--- src/rtl/mio_bus_responder.sv ---
// Responder side of the CPU memory/IO handshake: decodes each accepted request
// to RAM, a peripheral register or unmapped space, performs the access and
// returns a single-cycle mio_ready pulse with read data and an error flag.
module mio_bus_responder #(
    parameter int unsigned RAM_AW  = 10,
    parameter int unsigned RAM_LAT = 1
) (
    input  logic              clk,
    input  logic              reset,
    input  logic              cpu_mio,
    input  logic              mem_r,
    input  logic              mem_w,
    input  logic [31:0]       addr,
    input  logic [31:0]       wdata,
    output logic              mio_ready,
    output logic [31:0]       rdata,
    output logic              bus_err,
    output logic              ram_en,
    output logic              ram_we,
    output logic [RAM_AW-1:0] ram_addr,
    output logic [31:0]       ram_din,
    input  logic [31:0]       ram_dout,
    input  logic [15:0]       sw_in,
    output logic [31:0]       gpio_out,
    output logic [1:0]        state_out
);

    typedef enum logic [1:0] {
        IDLE     = 2'b00,
        RAM_ACC  = 2'b01,
        RAM_WAIT = 2'b10,
        RESP     = 2'b11
    } state_t;

    localparam logic [31:0] GPIO_ADDR = 32'hE000_0000;
    localparam logic [31:0] SW_ADDR   = 32'hF000_0000;
    localparam logic [31:0] CNT_ADDR  = 32'hF000_0004;

    state_t            state;
    state_t            state_nxt;
    logic [2:0]        wait_cnt;
    logic              lat_we;
    logic              err_q;
    logic [RAM_AW-1:0] lat_addr;
    logic [31:0]       lat_wdata;
    logic [31:0]       rdata_q;
    logic [31:0]       gpio_q;
    logic [31:0]       cyc_cnt;

    logic [31:0]       word_addr;
    logic              sel_ram;
    logic              sel_gpio;
    logic              sel_sw;
    logic              sel_cnt;
    logic              req_valid;
    logic              req_err;
    logic              accept;
    logic              reg_write;
    logic              ram_rd_done;

    // Address decode and request classification from the live CPU inputs.
    always_comb begin
        word_addr   = addr & 32'hFFFF_FFFC;
        sel_ram     = (addr[31:28] == 4'h0);
        sel_gpio    = (word_addr == GPIO_ADDR);
        sel_sw      = (word_addr == SW_ADDR);
        sel_cnt     = (word_addr == CNT_ADDR);
        req_valid   = cpu_mio & (mem_r | mem_w);
        req_err     = (mem_r & mem_w)
                    | ~(sel_ram | sel_gpio | sel_sw | sel_cnt)
                    | (mem_w & sel_sw);
        accept      = (state == IDLE) & req_valid;
        reg_write   = accept & ~req_err & mem_w;
        ram_rd_done = (state == RAM_WAIT) & (wait_cnt == 3'd0);
    end

    // Next-state logic of the access sequencer.
    always_comb begin
        state_nxt = state;
        case (state)
            IDLE:     if (req_valid) state_nxt = (sel_ram && !req_err) ? RAM_ACC : RESP;
            RAM_ACC:  state_nxt = lat_we ? RESP : RAM_WAIT;
            RAM_WAIT: if (wait_cnt == 3'd0) state_nxt = RESP;
            RESP:     state_nxt = IDLE;
            default:  state_nxt = IDLE;
        endcase
    end

    // State register.
    always_ff @(posedge clk or posedge reset) begin
        if (reset) state <= IDLE;
        else       state <= state_nxt;
    end

    // Latch the request at the accepting edge so later input changes are ignored.
    always_ff @(posedge clk or posedge reset) begin
        if (reset) begin
            lat_we    <= 1'b0;
            lat_addr  <= '0;
            lat_wdata <= '0;
            err_q     <= 1'b0;
        end else if (accept) begin
            lat_we    <= mem_w;
            lat_addr  <= addr[RAM_AW+1:2];
            lat_wdata <= wdata;
            err_q     <= req_err;
        end
    end

    // RAM read wait counter: loaded on the strobe cycle, counts down to the data cycle.
    always_ff @(posedge clk or posedge reset) begin
        if (reset)                                   wait_cnt <= '0;
        else if (state == RAM_ACC)                   wait_cnt <= 3'(RAM_LAT - 1);
        else if (state == RAM_WAIT && wait_cnt != 0) wait_cnt <= wait_cnt - 3'd1;
    end

    // Read data: register reads and errors resolve at acceptance, RAM reads at the data cycle.
    always_ff @(posedge clk or posedge reset) begin
        if (reset) begin
            rdata_q <= '0;
        end else if (accept) begin
            if (req_err)              rdata_q <= '0;
            else if (mem_r && sel_gpio) rdata_q <= gpio_q;
            else if (mem_r && sel_sw)   rdata_q <= {16'h0000, sw_in};
            else if (mem_r && sel_cnt)  rdata_q <= cyc_cnt;
        end else if (ram_rd_done) begin
            rdata_q <= ram_dout;
        end
    end

    // GPIO output register.
    always_ff @(posedge clk or posedge reset) begin
        if (reset)                     gpio_q <= '0;
        else if (reg_write && sel_gpio) gpio_q <= wdata;
    end

    // Free-running cycle counter; a CPU write wins over the increment.
    always_ff @(posedge clk or posedge reset) begin
        if (reset)                     cyc_cnt <= '0;
        else if (reg_write && sel_cnt) cyc_cnt <= wdata;
        else                           cyc_cnt <= cyc_cnt + 32'd1;
    end

    assign mio_ready = (state == RESP);
    assign bus_err   = (state == RESP) & err_q;
    assign ram_en    = (state == RAM_ACC);
    assign ram_we    = (state == RAM_ACC) & lat_we;
    assign ram_addr  = lat_addr;
    assign ram_din   = lat_wdata;
    assign rdata     = rdata_q;
    assign gpio_out  = gpio_q;
    assign state_out = state;

endmodule

--- config.mk ---
export PLATFORM = sky130hd
export DESIGN_NAME = mio_bus_responder
export DESIGN_NICKNAME = d
export VERILOG_FILES = /design/src/rtl/mio_bus_responder.sv
export SDC_FILE = /design/constraint.sdc
export NUM_CORES = 1
export LEC_CHECK = 0
export ABC_AREA = 0
export CAP_MARGIN = 0
export CORE_ASPECT_RATIO = 0.8
export CORE_MARGIN = 1
export CORE_UTILIZATION = 51
export CTS_CLUSTER_DIAMETER = 50
export DETAILED_ROUTE_END_ITERATION = 7
export PLACE_DENSITY = 0.86
export SLEW_MARGIN = 10
export SYNTH_ARGS = -nofsm -noshare
export SYNTH_HDL_FRONTEND = slang
export SYNTH_SLANG_ARGS = --single-unit
export TNS_END_PERCENT = 5
--- constraint.sdc ---
create_clock -name clk -period 9.9 [get_ports clk]
set_input_delay 1.98 -clock clk [delete_from_list [all_inputs] [get_ports clk]]
set_output_delay 1.98 -clock clk [all_outputs]
set_load 0.01 [all_outputs]
==> impl_metrics.json, run 1 <==
{
  "leakage_nw": 4.51,
  "initial_core_util_pct": 52.7,
  "syn-instance-count": 678,
  "violations": "DRC",
  "drive_gt1_share_pct": 19.3,
  "area_growth_pct": 38.7,
  "power.internal_w": 0.00167,
  "viasPerCell": 5.68,
  "mostFrequentLayoutCell": "clkdlybuf4s50_1",
  "netlist_area_sq_mm": 0.00761,
  "grt_pass1_vias": 6225,
  "swShare_pct": 31.7,
  "die_area_sq_mm": 0.0154,
  "overflow": 0,
  "insertion_delay_ps": 430,
  "hold_viol": 0,
  "yosysSeqAreaShare_pct": 47.7,
  "dr.pass1.iters": 8,
  "cp-end-kind": "register",
  "drc": 13,
  "nets": 1014,
  "layout.cells.non_filler": 1087,
  "grt_pass1_wl_um": 33000,
  "clock.fmax_mhz": 200,
  "dp.cells": 1055,
  "vdd_drop_max_v": 0.000162,
  "fin_crit_sh_pct": 50.6,
  "p_clk_share_pct": 26.4,
  "max_slew.worst_pin.slew_ps": 1200,
  "fillers": 1042,
  "period_minus_slack_ps": 5010,
  "regArea_sq_mm": 0.00363,
  "maxCapViolCount": 0,
  "rsz0062_at_grt": "false",
  "cts_made_buffers": 17,
  "totalWireLength_um": 20500,
  "top_level_ports": 229,
  "io_buffers": 226,
  "ant_nets": 0,
  "p_seq_share_pct": 34.5,
  "hold_path.class": "register to register",
  "maxSlewViolCount": 0,
  "syn_area_per_cell_sq_um": 11.2,
  "tritoncts": "done",
  "cts_hold_repair.buffers": 0,
  "rows": 39,
  "antenna_cells": 0,
  "cp_max_fo": 23,
  "tns_ps": 0,
  "critical_path_class": "primary input to register",
  "wl_per_cell_um": 18.9,
  "skew_ps": 10.4,
  "clockBufferDepth": 2,
  "combPwrFrac_pct": 39.1,
  "ctsResizeCount": 0,
  "crit_arrival_ps": 5320,
  "synth_cell_types": 56,
  "synthesis.nets": 802,
  "die_x_um": 139,
  "via_count": 6176,
  "cts.sinks": 145,
  "multi_input_area_sq_mm": 0.00370,
  "postCtsSetupBuffers": 0,
  "hpwlAfterDp_um": 14300,
  "coreArea_sq_mm": 0.0144,
  "start_kind": "primary input",
  "yosysWarnings": 0,
  "p_sw_w": 0.000774,
  "outcome": "complete, but fails checks",
  "slew_headroom_pct": 20.2,
  "fp.dieH_um": 111,
  "worst_ep_required_time_ps": 10210,
  "ys_ff_latch": 145,
  "setup_viol": 0,
  "antenna_found_initial": 0,
  "power.density_mw_per_mm2": 231,
  "grt_use_total_pct": 27.7,
  "cts.clk_slew.worst_paths_ps": 60,
  "cts_root_buf": "clkbuf_16",
  "grt_start_max_net_pins": 94,
  "mostFrequentLayoutCells": "clkdlybuf4s50_1 (226), dfrtp_1 (145), mux2_2 (94)",
  "routabilityCongestion": 0.833,
  "drt-initial-drc-count": 445,
  "h-tree-depth": 4
}
## Yosys cell counts (all sizes together)
| cell | count | share of area (%) |
|---|---|---|
| a211oi | 17 | 2.3 |
| a21o | 1 | 0.099 |
| buf | 24 | 1.8 |
| nor3b | 1 | 0.099 |
| a21oi | 48 | 3.2 |
| nand3b | 1 | 0.099 |
| o221ai | 1 | 0.12 |
| nor2b | 3 | 0.25 |
| nor3 | 4 | 0.41 |
| and2 | 4 | 0.33 |
| a2111oi | 1 | 0.12 |
| a31oi | 18 | 1.5 |
| and4 | 1 | 0.12 |
| and3 | 5 | 0.41 |
| nor4b | 3 | 0.71 |
| mux2i | 16 | 2.1 |
| or4 | 1 | 0.099 |
| nor2 | 57 | 2.9 |
| nand2 | 41 | 2.0 |
| nand2b | 2 | 0.16 |
| and2b | 1 | 0.099 |
| a41oi | 1 | 0.12 |
| inv | 27 | 1.3 |
| xor2 | 21 | 2.4 |
| o32ai | 1 | 0.21 |
| nand3 | 30 | 2.0 |
| nand4 | 15 | 1.5 |
| a32oi | 1 | 0.21 |
| o22a | 1 | 0.12 |
| dfrtp | 145 | 48 |
| and3b | 1 | 0.12 |
| o21ai | 2 | 0.13 |
| o22ai | 15 | 2.0 |
| xnor2 | 10 | 1.2 |
| o31ai | 17 | 1.9 |
| clkbuf | 15 | 0.74 |
| o211ai | 1 | 0.16 |
| ha | 7 | 1.2 |
| nor4 | 10 | 2.1 |
| mux2 | 108 | 16 |
## layout make-up
type | instances | share of cell area [%]
clock buffers | 18 | 4.16
well taps | 184 | 2.18
multi-input cells | 467 | 35.0
clock inverters | 14 | 1.46
inverters | 27 | 1.01
flip-flops and latches | 145 | 34.4
repair buffers | 232 | 21.8
## metrics by stage
step	cell area [sq um]	hold WS (ps)	power, W	utilization [%]	setup slack [ps]
floorplan	7610	442	0.00134	-	4030
global placement	9970	485	0.00178	69.0	4570
detailed placement	9970	492	0.00180	69.0	4450
CTS	10600	506	0.00245	73.1	4900
global route	10600	508	0.00257	73.1	4720
finish	10600	502	0.00244	73.1	4890
## per-layer routing
layer,vias to the layer above,GRT usage (%),share of wire (%)
li1,2880,-,-
met1,3053,36.5,44
met2,216,43.9,47
met3,27,7.08,6.7
met4,0,10.6,2.0
met5,-,0,0
## sequential cells by signal (all words and copies together) (netlist names)
| register | flops |
|---|---|
| cyc_cnt | 32 |
| err_q | 1 |
| gpio_out | 32 |
| lat_we | 1 |
| ram_addr | 10 |
| ram_din | 32 |
| rdata | 32 |
| state_out | 2 |
| wait_cnt | 3 |
## critical path: stages
cell and delay (ps):
clkdlybuf4s50_1 980, and3b_1 470, nor4_2 300, nand4_1 700, buf_4 520, mux2_1 350
## cells by family after synthesis
kind of cell | synth area share [%]
and+or+nand+nor | 13.5
DFF | 47.7
AOI/OAI and AO/OA | 12.1
muxes | 18.1
buffers and inverters | 3.91
xor gates and xnor gates | 3.57
adders and majority gates | 1.15
## power groups by stage
stage               Sequential (W)  Clock, W  Combinational, W
floorplan                 0.000915         0          0.000427
global placement          0.000841         0          0.000937
detailed placement        0.000850         0          0.000953
CTS                       0.000842  0.000652          0.000959
global route              0.000864  0.000680           0.00102
finish                    0.000842  0.000645          0.000954
## final timing paths
check / startpoint / end / slack (ps) / cells after the start
setup / recovery: addr[28] / gpio_out[3] / 4890 / 6
setup reg to reg: state_out[0] / gpio_out[3] / 6540 / 8
hold / removal: ram_addr[6] / ram_addr[6] / 500 / 1
hold reg to reg: ram_addr[6] / ram_addr[6] / 500 / 1
max in group asynchronous: reset / cyc_cnt[28] / 6630 / 3
min in group asynchronous: reset / ram_addr[6] / 2080 / 2
Note: power is estimated with default switching activity, not from simulation.
==> run 2: changes to the inputs <==
--- a/config.mk
+++ b/config.mk
@@ -9,10 +9,10 @@
 export CAP_MARGIN = 0
 export CORE_ASPECT_RATIO = 0.8
 export CORE_MARGIN = 1
-export CORE_UTILIZATION = 51
+export CORE_UTILIZATION = 48
 export CTS_CLUSTER_DIAMETER = 50
 export DETAILED_ROUTE_END_ITERATION = 7
-export PLACE_DENSITY = 0.86
+export PLACE_DENSITY = 0.81
 export SLEW_MARGIN = 10
 export SYNTH_ARGS = -nofsm -noshare
 export SYNTH_HDL_FRONTEND = slang
==> constraint.sdc (replaced) <==
create_clock -name clk -period 5.2 [get_ports clk]
set_input_delay 1.04 -clock clk [delete_from_list [all_inputs] [get_ports clk]]
set_output_delay 1.04 -clock clk [all_outputs]
set_load 0.01 [all_outputs]
==> impl_metrics.json, run 2 (synthesis gave the netlist of run 1 again) <==
{
  "power.total_w": 0.00472,
  "grt_pass1_wl_um": 32100,
  "slowest_delay_ps": 570,
  "routabilityCongestion": 0.827,
  "p_clk_share_pct": 27.4,
  "h-tree-depth": 4,
  "vdd_drop_max_v": 0.000276,
  "grt_use_total_pct": 26.0,
  "maxSlewViolCount": 0,
  "rows": 40,
  "antenna_cells": 0,
  "clock.fmax_mhz": 296,
  "cpMaxStageDelayCell": "nor2_4",
  "cts.sinks": 145,
  "outcome": "finished clean",
  "power.density_mw_per_mm2": 442,
  "cts.clk_slew.worst_paths_ps": 60,
  "hold_path.class": "register to register",
  "area_growth_pct": 40.4,
  "hpwlAfterDp_um": 14200,
  "utilization_pct": 70.0,
  "drive_gt1_share_pct": 20.0,
  "die_x_um": 143,
  "worst_ep_required_time_ps": 5540,
  "drc": 0,
  "viasPerCell": 5.53,
  "grt_pass1_vias": 6097,
  "ant_nets": 0,
  "drt-initial-drc-count": 318,
  "die_area_sq_mm": 0.0164,
  "cts_hold_repair.buffers": 0,
  "regArea_sq_mm": 0.00363,
  "m1WireLength_um": 9340,
  "critical_path_class": "primary input to register",
  "rsz0062_at_grt": "false",
  "setup_viol": 0,
  "maxUsedRoutingLayer": "met4",
  "nets": 1022,
  "wl_met2_um": 9580,
  "swShare_pct": 31.2,
  "cts_made_buffers": 17,
  "overflow": 0,
  "grt_start_max_net_pins": 83,
  "io_buffers": 226,
  "top_level_ports": 229,
  "cp_max_fo": 17,
  "mostFrequentLayoutCells": "clkdlybuf4s50_1 (226), dfrtp_1 (145), mux2_2 (94)",
  "cts_root_buf": "clkbuf_16",
  "cp-end-kind": "register",
  "crit_arrival_ps": 3720,
  "maxCapViolCount": 0,
  "start_kind": "primary input",
  "stdcell_area_sq_mm": 0.0107,
  "max_slew.worst_pin.slew_ps": 1160,
  "ctsResizeCount": 0,
  "dr.pass1.iters": 5,
  "fp.dieH_um": 115,
  "fillers": 1175,
  "p_sw_w": 0.00147,
  "leakage_nw": 4.57,
  "mostFrequentLayoutCell": "clkdlybuf4s50_1",
  "skew_ps": 7.41,
  "combPwrFrac_pct": 38.7,
  "path_cells": "clkdlybuf4s50_1 -> nor4b_2 -> nand4_1 -> nor2_4 -> buf_4 -> mux2_2 -> o22ai_2",
  "tritoncts": "done",
  "coreArea_sq_mm": 0.0153,
  "via_count": 6201,
  "fin_crit_sh_pct": 64.9,
  "placed_cell_area_sq_mm": 0.0101,
  "multi_input_area_sq_mm": 0.00370,
  "clockBufferDepth": 2,
  "wl_per_cell_um": 18.3,
  "tns_ps": 0,
  "antenna_found_initial": 0,
  "slew_headroom_pct": 21.9,
  "p_seq_share_pct": 33.9,
  "power.internal_w": 0.00325,
  "dr_wl_met3_um": 1230,
  "period_minus_slack_ps": 3380,
  "initial_core_util_pct": 49.9,
  "insertion_delay_ps": 420,
  "totalWireLength_um": 20500,
  "hold_viol": 0,
  "postCtsSetupBuffers": 0
}
-- run 2: layout make-up --
class / count / area share (%)
Clock inverter: 13 / 1.63
Sequential cell: 145 / 33.9
Timing Repair Buffer: 240 / 22.1
Clock buffer: 19 / 4.24
Multi-Input combinational cell: 467 / 34.6
Inverter: 27 / 0.995
Tap cell: 210 / 2.46
-- run 2: power by group through the flow --
| stage | registers [W] | logic [W] | clock network [W] |
|---|---|---|---|
| after global placement | 0.00160 | 0.00180 | 0 |
| final | 0.00160 | 0.00183 | 0.00129 |
| after detailed placement | 0.00162 | 0.00183 | 0 |
| after floorplan | 0.00174 | 0.000812 | 0 |
| after CTS | 0.00160 | 0.00184 | 0.00132 |
| after global routing | 0.00163 | 0.00196 | 0.00136 |
-- run 2: path summary, 6_finish.rpt --
kind	from	end	slack, ps	cells after the start
setup reg to reg	state_out[0]	cyc_cnt[1]	2620	7
max in group asynchronous	reset	ram_din[19]	3020	3
hold / removal	ram_din[11]	ram_din[11]	500	1
min in group asynchronous	reset	ram_addr[5]	1140	2
hold reg to reg	ram_din[11]	ram_din[11]	500	1
setup / recovery	addr[21]	rdata[16]	1820	7
-- run 2: metrics by stage --
| step | hold WS, ps | worst slack, ps | cells |
|---|---|---|---|
| floorplan | 442 | 265 | 678 |
| global placement | 483 | 1400 | 1089 |
| detailed placement | 493 | 1380 | 1089 |
| CTS | 506 | 1830 | 1121 |
| global route | 512 | 1660 | 1121 |
| finish | 502 | 1820 | 1121 |
-- run 2: worst max-delay path, delay by kind of cell --
family / cells / cell delay (ps)
buffers and inverters: 2 / 800
and+or+nand+nor: 3 / 1320
AOI/OAI and AO/OA: 1 / 160
muxes: 1 / 390
-- run 2: per-layer routing --
metal  vias up  track usage, %
met3        26            6.36
li1       2893               -
met1      3067            35.1
met2       215            40.8
met5         -               0
met4         0            9.46
